--- src/rtl/divider_arbiter.sv ---
// Round-robin arbiter that shares one hardware divider between requesters.
// Divide-by-zero is answered locally, and a divider that never answers is aborted.
//
// state   | meaning
// S_IDLE  | no operation; pick next requester round-robin from last grant
// S_ISSUE | operands latched, waiting for divider not busy to pulse start
// S_WAIT  | waiting for divider ready, timer counting toward abort
// S_RESP  | one-cycle done pulse to the served requester

module divider_arbiter #(
  parameter int N_REQ   = 3,
  parameter int WIDTH   = 16,
  parameter int TIMEOUT = 64
) (
  input  logic                   clk_i,
  input  logic                   rst_i,
  input  logic [N_REQ-1:0]       req_i,
  input  logic [N_REQ*WIDTH-1:0] req_dividend_i,
  input  logic [N_REQ*WIDTH-1:0] req_divisor_i,
  output logic [N_REQ-1:0]       gnt_o,
  output logic [N_REQ-1:0]       done_o,
  output logic [WIDTH-1:0]       result_o,
  output logic                   err_o,
  output logic                   div_start_o,
  output logic [WIDTH-1:0]       div_dividend_o,
  output logic [WIDTH-1:0]       div_divisor_o,
  output logic [1:0]             div_select_o,
  input  logic                   div_busy_i,
  input  logic                   div_ready_i,
  input  logic [WIDTH-1:0]       div_quotient_i
);

  typedef enum logic [1:0] {S_IDLE, S_ISSUE, S_WAIT, S_RESP} state_t;

  state_t           state_q, state_d;
  logic [1:0]       sel_q, sel_d;
  logic [1:0]       last_q, last_d;
  logic [WIDTH-1:0] opa_q, opa_d;
  logic [WIDTH-1:0] opb_q, opb_d;
  logic [WIDTH-1:0] result_q, result_d;
  logic             err_q, err_d;
  logic [15:0]      timer_q, timer_d;

  logic             found;
  logic [1:0]       pick;
  logic [2:0]       cand;
  logic             hit;
  logic [WIDTH-1:0] pick_dvd, pick_dvs;
  logic             timeout_hit;

  always_ff @(posedge clk_i) begin
    if (rst_i) begin
      state_q  <= S_IDLE;
      sel_q    <= '0;
      last_q   <= 2'(N_REQ - 1);
      opa_q    <= '0;
      opb_q    <= '0;
      result_q <= '0;
      err_q    <= 1'b0;
      timer_q  <= '0;
    end else begin
      state_q  <= state_d;
      sel_q    <= sel_d;
      last_q   <= last_d;
      opa_q    <= opa_d;
      opb_q    <= opb_d;
      result_q <= result_d;
      err_q    <= err_d;
      timer_q  <= timer_d;
    end
  end

  // Scan last+1 .. last+N_REQ (mod N_REQ); the last granted requester comes last.
  always_comb begin
    found = 1'b0;
    pick  = '0;
    cand  = '0;
    hit   = 1'b0;
    for (int k = 1; k <= N_REQ; k++) begin
      cand = {1'b0, last_q} + 3'(k);
      if (cand >= 3'(N_REQ)) cand = cand - 3'(N_REQ);
      hit = 1'b0;
      for (int j = 0; j < N_REQ; j++)
        if (3'(j) == cand) hit = req_i[j];
      if (!found && hit) begin
        found = 1'b1;
        pick  = cand[1:0];
      end
    end
  end

  always_comb begin
    pick_dvd = '0;
    pick_dvs = '0;
    for (int j = 0; j < N_REQ; j++) begin
      if (2'(j) == pick) begin
        pick_dvd = req_dividend_i[j*WIDTH +: WIDTH];
        pick_dvs = req_divisor_i[j*WIDTH +: WIDTH];
      end
    end
  end

  // Abort on the cycle the incremented timer would reach TIMEOUT-1.
  assign timeout_hit = ({1'b0, timer_q} + 17'd1) >= 17'(TIMEOUT - 1);

  always_comb begin
    state_d  = state_q;
    sel_d    = sel_q;
    last_d   = last_q;
    opa_d    = opa_q;
    opb_d    = opb_q;
    result_d = result_q;
    err_d    = err_q;
    timer_d  = timer_q;
    case (state_q)
      S_IDLE: begin
        if (found) begin
          sel_d  = pick;
          last_d = pick;
          opa_d  = pick_dvd;
          opb_d  = pick_dvs;
          if (pick_dvs == '0) begin
            result_d = '1;
            err_d    = 1'b1;
            state_d  = S_RESP;
          end else begin
            state_d = S_ISSUE;
          end
        end
      end
      S_ISSUE: begin
        if (!div_busy_i) begin
          timer_d = '0;
          state_d = S_WAIT;
        end
      end
      S_WAIT: begin
        if (div_ready_i) begin
          result_d = div_quotient_i;
          err_d    = 1'b0;
          state_d  = S_RESP;
        end else begin
          timer_d = timer_q + 16'd1;
          if (timeout_hit) begin
            result_d = '1;
            err_d    = 1'b1;
            state_d  = S_RESP;
          end
        end
      end
      S_RESP:  state_d = S_IDLE;
      default: state_d = S_IDLE;
    endcase
  end

  always_comb begin
    gnt_o  = '0;
    done_o = '0;
    for (int j = 0; j < N_REQ; j++) begin
      if (2'(j) == sel_q) begin
        gnt_o[j]  = (state_q != S_IDLE);
        done_o[j] = (state_q == S_RESP);
      end
    end
    div_start_o    = (state_q == S_ISSUE) && !div_busy_i;
    div_dividend_o = opa_q;
    div_divisor_o  = opb_q;
    div_select_o   = sel_q;
    result_o       = result_q;
    err_o          = err_q;
  end

endmodule

--- config.mk ---
export PLATFORM = sky130hd
export DESIGN_NAME = divider_arbiter
export DESIGN_NICKNAME = d
export VERILOG_FILES = /design/src/rtl/divider_arbiter.sv
export SDC_FILE = /design/constraint.sdc
export NUM_CORES = 1
export LEC_CHECK = 0
export CORE_ASPECT_RATIO = 0.8
export CORE_MARGIN = 5
export CORE_UTILIZATION = 40
export CTS_BUF_LIST = sky130_fd_sc_hd__clkbuf_2 sky130_fd_sc_hd__clkbuf_4 sky130_fd_sc_hd__clkbuf_8
export CTS_CLUSTER_SIZE = 24
export DETAILED_ROUTE_END_ITERATION = 8
export DONT_BUFFER_PORTS = 1
export HOLD_SLACK_MARGIN = 0.1
export PLACE_DENSITY = 0.5
export SLEW_MARGIN = 20
export SYNTH_ARGS = -nofsm -noshare
export SYNTH_HDL_FRONTEND = slang
export SYNTH_SLANG_ARGS = --single-unit
--- constraint.sdc ---
create_clock -name clk_i -period 4.04 [get_ports clk_i]
set_input_delay 0.404 -clock clk_i [delete_from_list [all_inputs] [get_ports clk_i]]
set_output_delay 0.404 -clock clk_i [all_outputs]
set_load 0.02 [all_outputs]
After elaboration in Yosys (flattened, before gate mapping)

Index checks and enable logic that the tools add are counted.

Add/sub/neg operators: 8
Magnitude comparators: 4
Eq/ne operators: 18
Mux-type cells: 49
Reduce and logical (&&, ||, !) cells: 20

Operators by type and width:

| kind                  | number |
|---|---|
| $mux 16               | 12 |
| $pmux 16 s2           | 2 |
| $mux 1                | 22 |
| $add 16x1->17 const B | 1 |
| $ge 17x6->1 const B   | 1 |
| $add 16x1->16 const B | 1 |
| $logic_not 16->1      | 1 |
| $mux 2                | 8 |
| $eq 1x3->1 const A    | 3 |
| $eq 2x3->1 const A    | 3 |
| $ge 3x2->1 const B    | 3 |
| $logic_not 3->1       | 3 |
| $mux 3                | 3 |
| $sub 3x2->3 const B   | 3 |
| $ne 2x2->1 const B    | 4 |
| $pmux 2 s4            | 1 |
| $add 2x2->3 const B   | 2 |
| $logic_not 2->1       | 3 |
| $reduce_and 3->1      | 2 |
| $reduce_bool 2->1     | 3 |
| $eq 1x2->1 const A    | 2 |
| $eq 2x2->1 const A    | 2 |
| $eq 2x2->1 const B    | 2 |
| $reduce_and 4->1      | 1 |
| other kinds (7)       | 11 |

Register bits after elaboration: 71
Input bits: 119
Output and inout bits: 58
Word-level logic and storage cells: 107

Longest topological paths before layout

Gate-level depths: netlist of run 1.

Depth in word-level cells: 22
Gate-level depth with buffers: 13
Mapped depth without buffers: 9

Worst setup path before layout of run 1

Ideal clock, no wire load.

Path type: reg-to-reg
From: reg div_select_o[0] (netlist name)
To: reg result_q[10] (netlist: result_o[10])
Library setup time: 80 ps
Arrival time: 2973 ps
Data required time: 3960 ps
Path slack: 987 ps
Stages on the path, launching flop included: 14
Path buffers: 4
Clock period less this slack: 3053 ps
Cells stage by stage: dfxtp_1 -> inv_1 -> ha_1 -> buf_2 -> nor2_1 -> a31o_1 -> a311o_1 -> and2_1 -> buf_6 -> a2111o_1 -> and3_1 -> buf_6 -> buf_6 -> a211oi_2

RTL lines:

| what                 | line | RTL |
|---|---|---|
| end signal, assigned | 67   | `result_q <= result_d;` |
| end, declared        | 40   | `logic [WIDTH-1:0] result_q, result_d;` |

==> summary.md, run 1 <==
The flow ran to the end, and the final reports show no timing, DRC or antenna violations. In this run the power density over the cells is 931 mW/mm². The worst path needs 3.53 ns of the cycle, external delays included. Required time reported for the critical path endpoint: 4.30 ns. By area, the combinational part of the netlist is dominated by compound AO/OA/AOI/OAI gates. The die is 126 µm wide.

Setup repair after global routing left no endpoint under its margin. The commonest cells after synthesis are nor2_1, dfxtp_1, a211oi_1. The worst setup path is captured at a register. The most critical setup path has its startpoint at div_select_o[0]$_SDFFE_PP0P_. The class of the most critical hold timing path is in -> reg. Initial antenna violation count: 0. The pre-CTS setup slack is 0.521 ns. The clock input transition at the sequential cells of the worst setup and hold paths works out to 0.09 ns.

The routed design has 13.4 mm of wire. Most common flop cell mapped by yosys: dfxtp_1. The worst setup slack after layout was 0.507 ns.

Global routing used 19.3% of the available tracks across all layers. The portion of netlist area occupied by mux cells works out to 7.94%. The run gives 3 as the total number of H-tree levels. The detailed router finished its first iteration with 231 violations. The number of global-route vias before repair is 3624, and the vertical die dimension is 103 µm. The critical path goes through inv_1 > ha_1 > nand3_1 > a31oi_1 > nor3b_1 > a221oi_4 > a41oi_1 > buf_4 > and3_1 > buf_4 > a211oi_1.

Synthesis produced 515 cells. The share of synthesized area in the top cell type comes to 32.7%. Post-CTS repair changed the size of 0 cells. At the worst endpoint, the arrival time is 3.79 ns. In the final timing run, aggregate negative setup slack is 0 ns. The transition at the pin with the smallest max-transition slack works out to 0.895 ns. Along the worst path, the maximum fanout reaches 17. The detail route stage leaves a number of antenna-violating nets equal to 0.

The maximum clock insertion buffer count was 2. The tree is rooted in a clkbuf_8. The area growth from synthesis to final layout was 7.21%; the fraction of final layout cells with drive strength greater than 1 was 8.42%. The later pin in the worst-skew pair is clocked with a latency of 0.36 ns. The post-synthesis net count came out at 646. The worst reg2reg path endpoint is result_o[3]$_SDFFE_PP0P_.

The tools report the total count of hold-check failures in the final report as 0. Detailed placement finished with a half-perimeter wire length of 9.54 mm. In this design, the stage delay of the slowest critical-path cell is 0.54 ns.

The capture point of the critical path is result_o[3]$_SDFFE_PP0P_. Across the run, the number of max-cap violations was 0. By area the synthesized netlist is led by dfxtp_1, mux2i_1, a211oi_1. Across the routed clock network, the largest skew measured is 0.0115 ns. Entering global routing, the biggest net connects 40 pins.

The max-slew headroom at the worst pin is 40.3%, and the number of setup violations in the final report is 0. The total area inside the core boundary comes to 0.0104 mm². After layout, the worst path uses 87.5% of the clock period. After synthesis the netlist holds a flip-flop and latch count of 70. The global-route wire length before repair is 20.0 mm.

Across all hold checks on the routed design, the worst slack comes to 0.124 ns. The tools report the worst reg-to-reg setup slack as 0.51 ns. The tree built by TritonCTS fans out to 70 sinks. The run gives 0 as the total congestion overflow after global routing. The slowest library cell on the worst path was a221oi_4.

TritonCTS built the clock tree. For the count of unique library cells instantiated by Yosys, the log shows 50. The worst setup path is launched from a register. The quantity of I/O buffers inserted on ports is 0, and the final total power is 4.28 mW. The sequential fraction of the synthesis area was 32.7%. After detailed routing, the number of remaining DRC violations is 0. The logs give 3901 for the total vias in the final route and 0.00428 mm² for the post-synthesis cell area. Of the total synthesized cell area, the portion taken by XOR and XNOR cells is 0.818%. Dividing the detail-routed wire length by the instance count gives 20.9 µm.

Counting cells, the worst reg-to-reg path comes to 11. The post-layout net count is 625, and the synthesized area divided by synthesized cell count is 8.32 µm². The post-synthesis share of cell area spent on and, or, nand and nor gates was 19.6%.

The number of primary I/O pins came out at 177. The cell that appears most often on the critical path is buf_4. The repair_antennas step left the layout with diodes totalling 0. The share of the synthesized area in compound gates (AO/OA/AOI/OAI) is 29.5%, and the iteration count of the initial detailed-routing pass is 4. The per-cell via count in the routed design works out to 6.10.

For the number of slew-limit violations in the final report, the log shows 0. Derived from the worst setup path, the maximum achievable clock frequency is 0.283 GHz. Yosys printed 0 warnings. Top cell type by total area after synthesis: dfxtp_1. The analysis attributes to cell leakage a power of 1.73 nW. Yosys mapped a number of flops with a built-in enable equal to 0. The startpoint identified for the worst register-to-register timing path is div_select_o[0]$_SDFFE_PP0P_. The die covers 0.0129 mm². Dominant cell by count in the synthesized netlist: nor2_1. The fraction of the mapped netlist area in adder cells was 3.50%. In this run the core area contains 33 standard-cell rows. For this configuration, the core starts out at a cell density of 41.3%. IR analysis of the VDD net gives a maximum drop of 316 µV. The number of clock buffers added by TritonCTS is 9. The critical path is of the reg -> reg type.

The placer's final routability congestion estimate is 0.826, and the share of flip-flops with an asynchronous set or reset is 0%.
[cells by family after synthesis]
logic type	Yosys count
AO/OA/AOI/OAI	166
multiplexers	34
buffers and inverters	57
adder cells (fa/ha/maj)	12
flip-flops	70
AND/OR/NAND/NOR	172
XOR/XNOR	4
[cell usage in the layout (no fill, tap or decap), types with 4 or more instances in the layout]
master     count
nand3_1        9
nand4_1        6
a2bb2oi_1     32
nand2_1       26
nor3_1         7
o21ai_0       12
a41oi_1        5
buf_4          9
a31oi_1       20
ha_1          12
a211oi_2      10
and2_1         4
mux2i_1       34
a21oi_1       20
and3_1         7
a311oi_1       6
a211oi_1      42
clkbuf_8      10
nor2b_1        6
inv_1         11
nor2_1        72
nor4_1        16
nor3b_1        4
dfxtp_1       70
[cell type report]
type / count / area, µm²
Clock inverter: 6 / 45.0
Fill cell: 1045 / 5770
Timing Repair Buffer: 14 / 138
Inverter: 11 / 41.3
Clock buffer: 10 / 138
Multi-Input combinational cell: 388 / 2660
Sequential cell: 70 / 1400
Tap cell: 140 / 175
[worst max-delay path, delay by kind of cell, from the launching register on]
kind | cells | cell delay (ns)
AO/OA/AOI/OAI | 4 | 1.56
flip-flops | 1 | 0.33
AND/OR/NAND/NOR | 3 | 0.48
adder cells (fa/ha/maj) | 1 | 0.48
buffers and inverters | 3 | 0.59
[repair_timing]
item,4_1_cts,5_1_grt
hold endpoints to repair,26,5
hold buffers,2,2
buffers inserted,0,0
[sequential cells by signal, summed over array words and instances, names as in the netlist]
| register | flops |
|---|---|
| div_dividend_o | 16 |
| div_divisor_o | 16 |
| div_select_o | 2 |
| err_o | 1 |
| last_q | 1 |
| result_o | 16 |
| state_q | 2 |
| timer_q | 16 |
[per-layer routing]
metal	vias to the layer above	share of wire, %	GRT usage [%]
li1	1912	-	-
met1	1820	46	27.5
met2	152	44	28.1
met3	17	8.8	6.63
met4	0	1.2	4.67
met5	-	0	0
[power by group]
part | switching (mW) | internal [mW]
clock | 0.290 | 0.241
combinational | 1.41 | 1.07
sequential | 0.364 | 0.901
[metrics by stage]
stage | area, µm² | util [%] | std cells
final | 4590 | 44.3 | 639
after global routing | 4590 | 44.3 | 639
after CTS | 4570 | 44.1 | 637
after floorplan | 4280 | - | 515
after detailed placement | 4360 | 42.1 | 619
after global placement | 4360 | 42.1 | 619
[worst min path at each step]
stage,end,start,cells past startpoint
floorplan,timer_q[5]$_SDFFE_PP0P_,timer_q[5]$_SDFFE_PP0P_,1
global placement,result_o[14]$_SDFFE_PP0P_,rst_i,1
detailed placement,result_o[9]$_SDFFE_PP0P_,rst_i,1
CTS,div_divisor_o[5]$_SDFFE_PP0P_,rst_i,1
global route,div_divisor_o[4]$_SDFFE_PP0P_,rst_i,1
finish,div_divisor_o[14]$_SDFFE_PP0P_,rst_i,1
No activity file was read; power rests on OpenSTA's default activity.
==> run 2, diff against run 1 <==
ABC_CLOCK_PERIOD_IN_PS = 4040   (was not set)
==> results of run 2 <==
Same layout as run 1: the final DEF is identical, and so are final timing and power.
==> run 3, diff against run 2 <==
ABC_CLOCK_PERIOD_IN_PS = 4150   (was 4040)
clock period = 4.15 ns   (was 4.04 ns; I/O delays follow)
==> summary.md, run 3 (same netlist as run 1, synthesis figures left out) <==
The worst setup path is launched from a register. The number of buffers and inverters on the critical path is 2. The pre-antenna-repair detailed-routing pass consisted of 5 iterations.

The tools report the fraction of the core area covered by cells at the end of the flow as 45.0%. In the routed design, unresolved DRC markers number 0. The areal power density over the cells is 918 mW/mm². Setup repair after global routing left no endpoint under its margin. The logs give 0.290 GHz for the highest achievable clock rate and 4.41 ns for the required time reported for the critical path endpoint. The run gives 19.0% as the global-route usage over all layers. The per-cell via count in the routed design came out at 6.09.

The placer's final routability congestion estimate is 0.853. The number of primary I/O pins came out at 177. Vertical die dimension: 103 µm. For this design the static power due to leakage is 1.76 nW.

The first global-routing pass estimated 19.9 mm of wire. The library cell used most frequently in the layout, excluding fill and tap cells, is nor2_1. Entering global routing, the biggest net connects 68 pins. The run finished with clean final reports. The number of slew-limit violations in the final report came out at 0. The worst clock skew is 0.0137 ns. The top cell types in the final layout, fill and taps aside, are nor2_1, dfxtp_1, a211oi_1.

The type of the worst setup path was reg -> reg. Of the available clock period, the critical path in the final layout requires 83.1%. The die covers 0.0129 mm².

For the pin with the worst max-slew slack, the measured transition is 0.890 ns. The placement-stage cell area came out at 0.00436 mm². The run gives 3910 as the total vias in the final route. The class of the most critical hold timing path was in -> reg. The clock period could shrink to 3.45 ns.

After legalization and detailed placement, the total HPWL measured 9.59 mm. The post-layout net count is 628, and the quantity of I/O buffers inserted on ports is 0. The initial antenna violation count is 0, and the number of sinks handled by clock tree synthesis is 70.

The run gives 0 as the number of violations of the max-capacitance limit. The tools report the final instance area as 0.00466 mm². The initial standard-cell utilization of the core was 41.3%. The detail route stage leaves a number of antenna-violating nets equal to 0. The iteration-0 DRC count of the detailed router came out at 246. Total count of hold-check failures in the final report: 0. The die is 126 µm wide. Traced cell by cell, the critical path runs through inv_1 > ha_1 > nand3_1 > a31oi_1 > a311o_1 > and2_2 > buf_4 > a211oi_1 > or4b_1 > o211a_1.

The final layout contains routed wiring with a total length of 13.2 mm. Along the worst path, the maximum fanout reaches 34. Clock-pin slew was measured on the worst setup and hold paths at 0.09 ns.

The run gives 0 as the number of diodes. Slowest library cell on the worst path: or4b_1. After clock tree synthesis, the repair step resized 0 gates.

The run gives 33 as the count of standard-cell rows. For the total number of H-tree levels, the log shows 3. The number of filler cells placed in the layout came out at 1045. The tree is rooted in a clkbuf_8. TritonCTS built the clock tree. The logs give 3584 for the number of global-route vias before repair and 0 ns for the aggregate negative setup slack. The longest clock path from root to sink contains 2 buffers.

Clock tree synthesis inserted a total of 9 buffers. The arrival time at the worst endpoint was 3.71 ns. The largest single stage delay on the critical path is 0.55 ns. Relative to the synthesized area, the layout overhead comes to 8.79%.

The tools report the element type at the critical path end as a register. The peak supply drop is 415 µV. The run gives 0 as the total congestion overflow after global routing. The fraction of final layout cells with drive strength greater than 1 is 8.17%, and the max-slew headroom at the worst pin is 40.7%. Dividing the detail-routed wire length by the instance count gives 20.6 µm. The later pin in the worst-skew pair is clocked with a latency of 0.36 ns. Gate family responsible for the most delay along the worst path: compound AO/OA/AOI/OAI gates. The total setup buffers inserted after CTS was 0.

The floorplan step defined a core boundary enclosing 0.0104 mm². The tools report the number of setup violations in the final report as 0.
-- run 3: changes by cell type in the layout (fill, tap and decap cells not counted), sizes merged --
cell,delta
bufinv,+2
buf,-1
clkinvlp,-1
dlygate4sd3,+4
clkinv,-1
-- run 3: stage by stage --
stage	total power, mW	hold WS, ns	cells	setup WS (ns)
2_1_floorplan	3.19	0.464	515	1.10
3_3_place_gp	3.61	0.484	619	0.858
3_5_place_dp	3.65	0.490	619	0.742
4_1_cts	4.30	0.100	637	0.722
5_1_grt	4.62	0.101	642	0.395
6_report	4.28	0.127	642	0.701
-- run 3: final timing paths --
kind / slack, ns / to / cells after the start / start
max reg2reg: 0.70 / err_o$_SDFFE_PP0P_ / 10 / div_select_o[0]$_SDFFE_PP0P_
min: 0.13 / result_o[3]$_SDFFE_PP0P_ / 1 / rst_i
max: 0.70 / err_o$_SDFFE_PP0P_ / 10 / div_select_o[0]$_SDFFE_PP0P_
min reg2reg: 0.52 / timer_q[5]$_SDFFE_PP0P_ / 1 / timer_q[5]$_SDFFE_PP0P_
-- run 3: routing by layer --
metal	up-vias	part of all wire, %	track usage (%)
met1	1826	46	27.1
met5	-	0	0
li1	1914	-	-
met2	156	43	26.7
met4	0	1.2	4.50
met3	14	9.8	7.82
-- run 3: final cells by class --
| cell class | instances | area (µm²) | area share [%] |
|---|---|---|---|
| clock buffer | 10 | 138 | 2.95 |
| clock inverter | 6 | 92.6 | 1.99 |
| inverter | 11 | 41.3 | 0.886 |
| multi-input combinational | 388 | 2660 | 57.0 |
| sequential | 70 | 1400 | 30.1 |
| tap | 140 | 175 | 3.76 |
| timing repair buffer | 17 | 158 | 3.38 |
-- run 3: worst register-to-register path: stages (launching register included) --
cell and delay, ns:
dfxtp_1 0.33, inv_1 0.11, ha_1 0.48, nand3_1 0.15, a31oi_1 0.52, a311o_1 0.26, and2_2 0.17, buf_4 0.46
a211oi_1 0.19, or4b_1 0.55, o211a_1 0.14
-- run 3: power by group --
group / switching (mW) / internal [mW]
Sequential: 0.352 / 0.877
Clock: 0.287 / 0.358
Combinational: 1.36 / 1.05
Total: 2.00 / 2.28
-- run 3: timing repair --
action,4_1_cts,5_1_grt
endpoints found under the hold margin,2,4
hold buffers,2,5
setup endpoints to repair,0,0
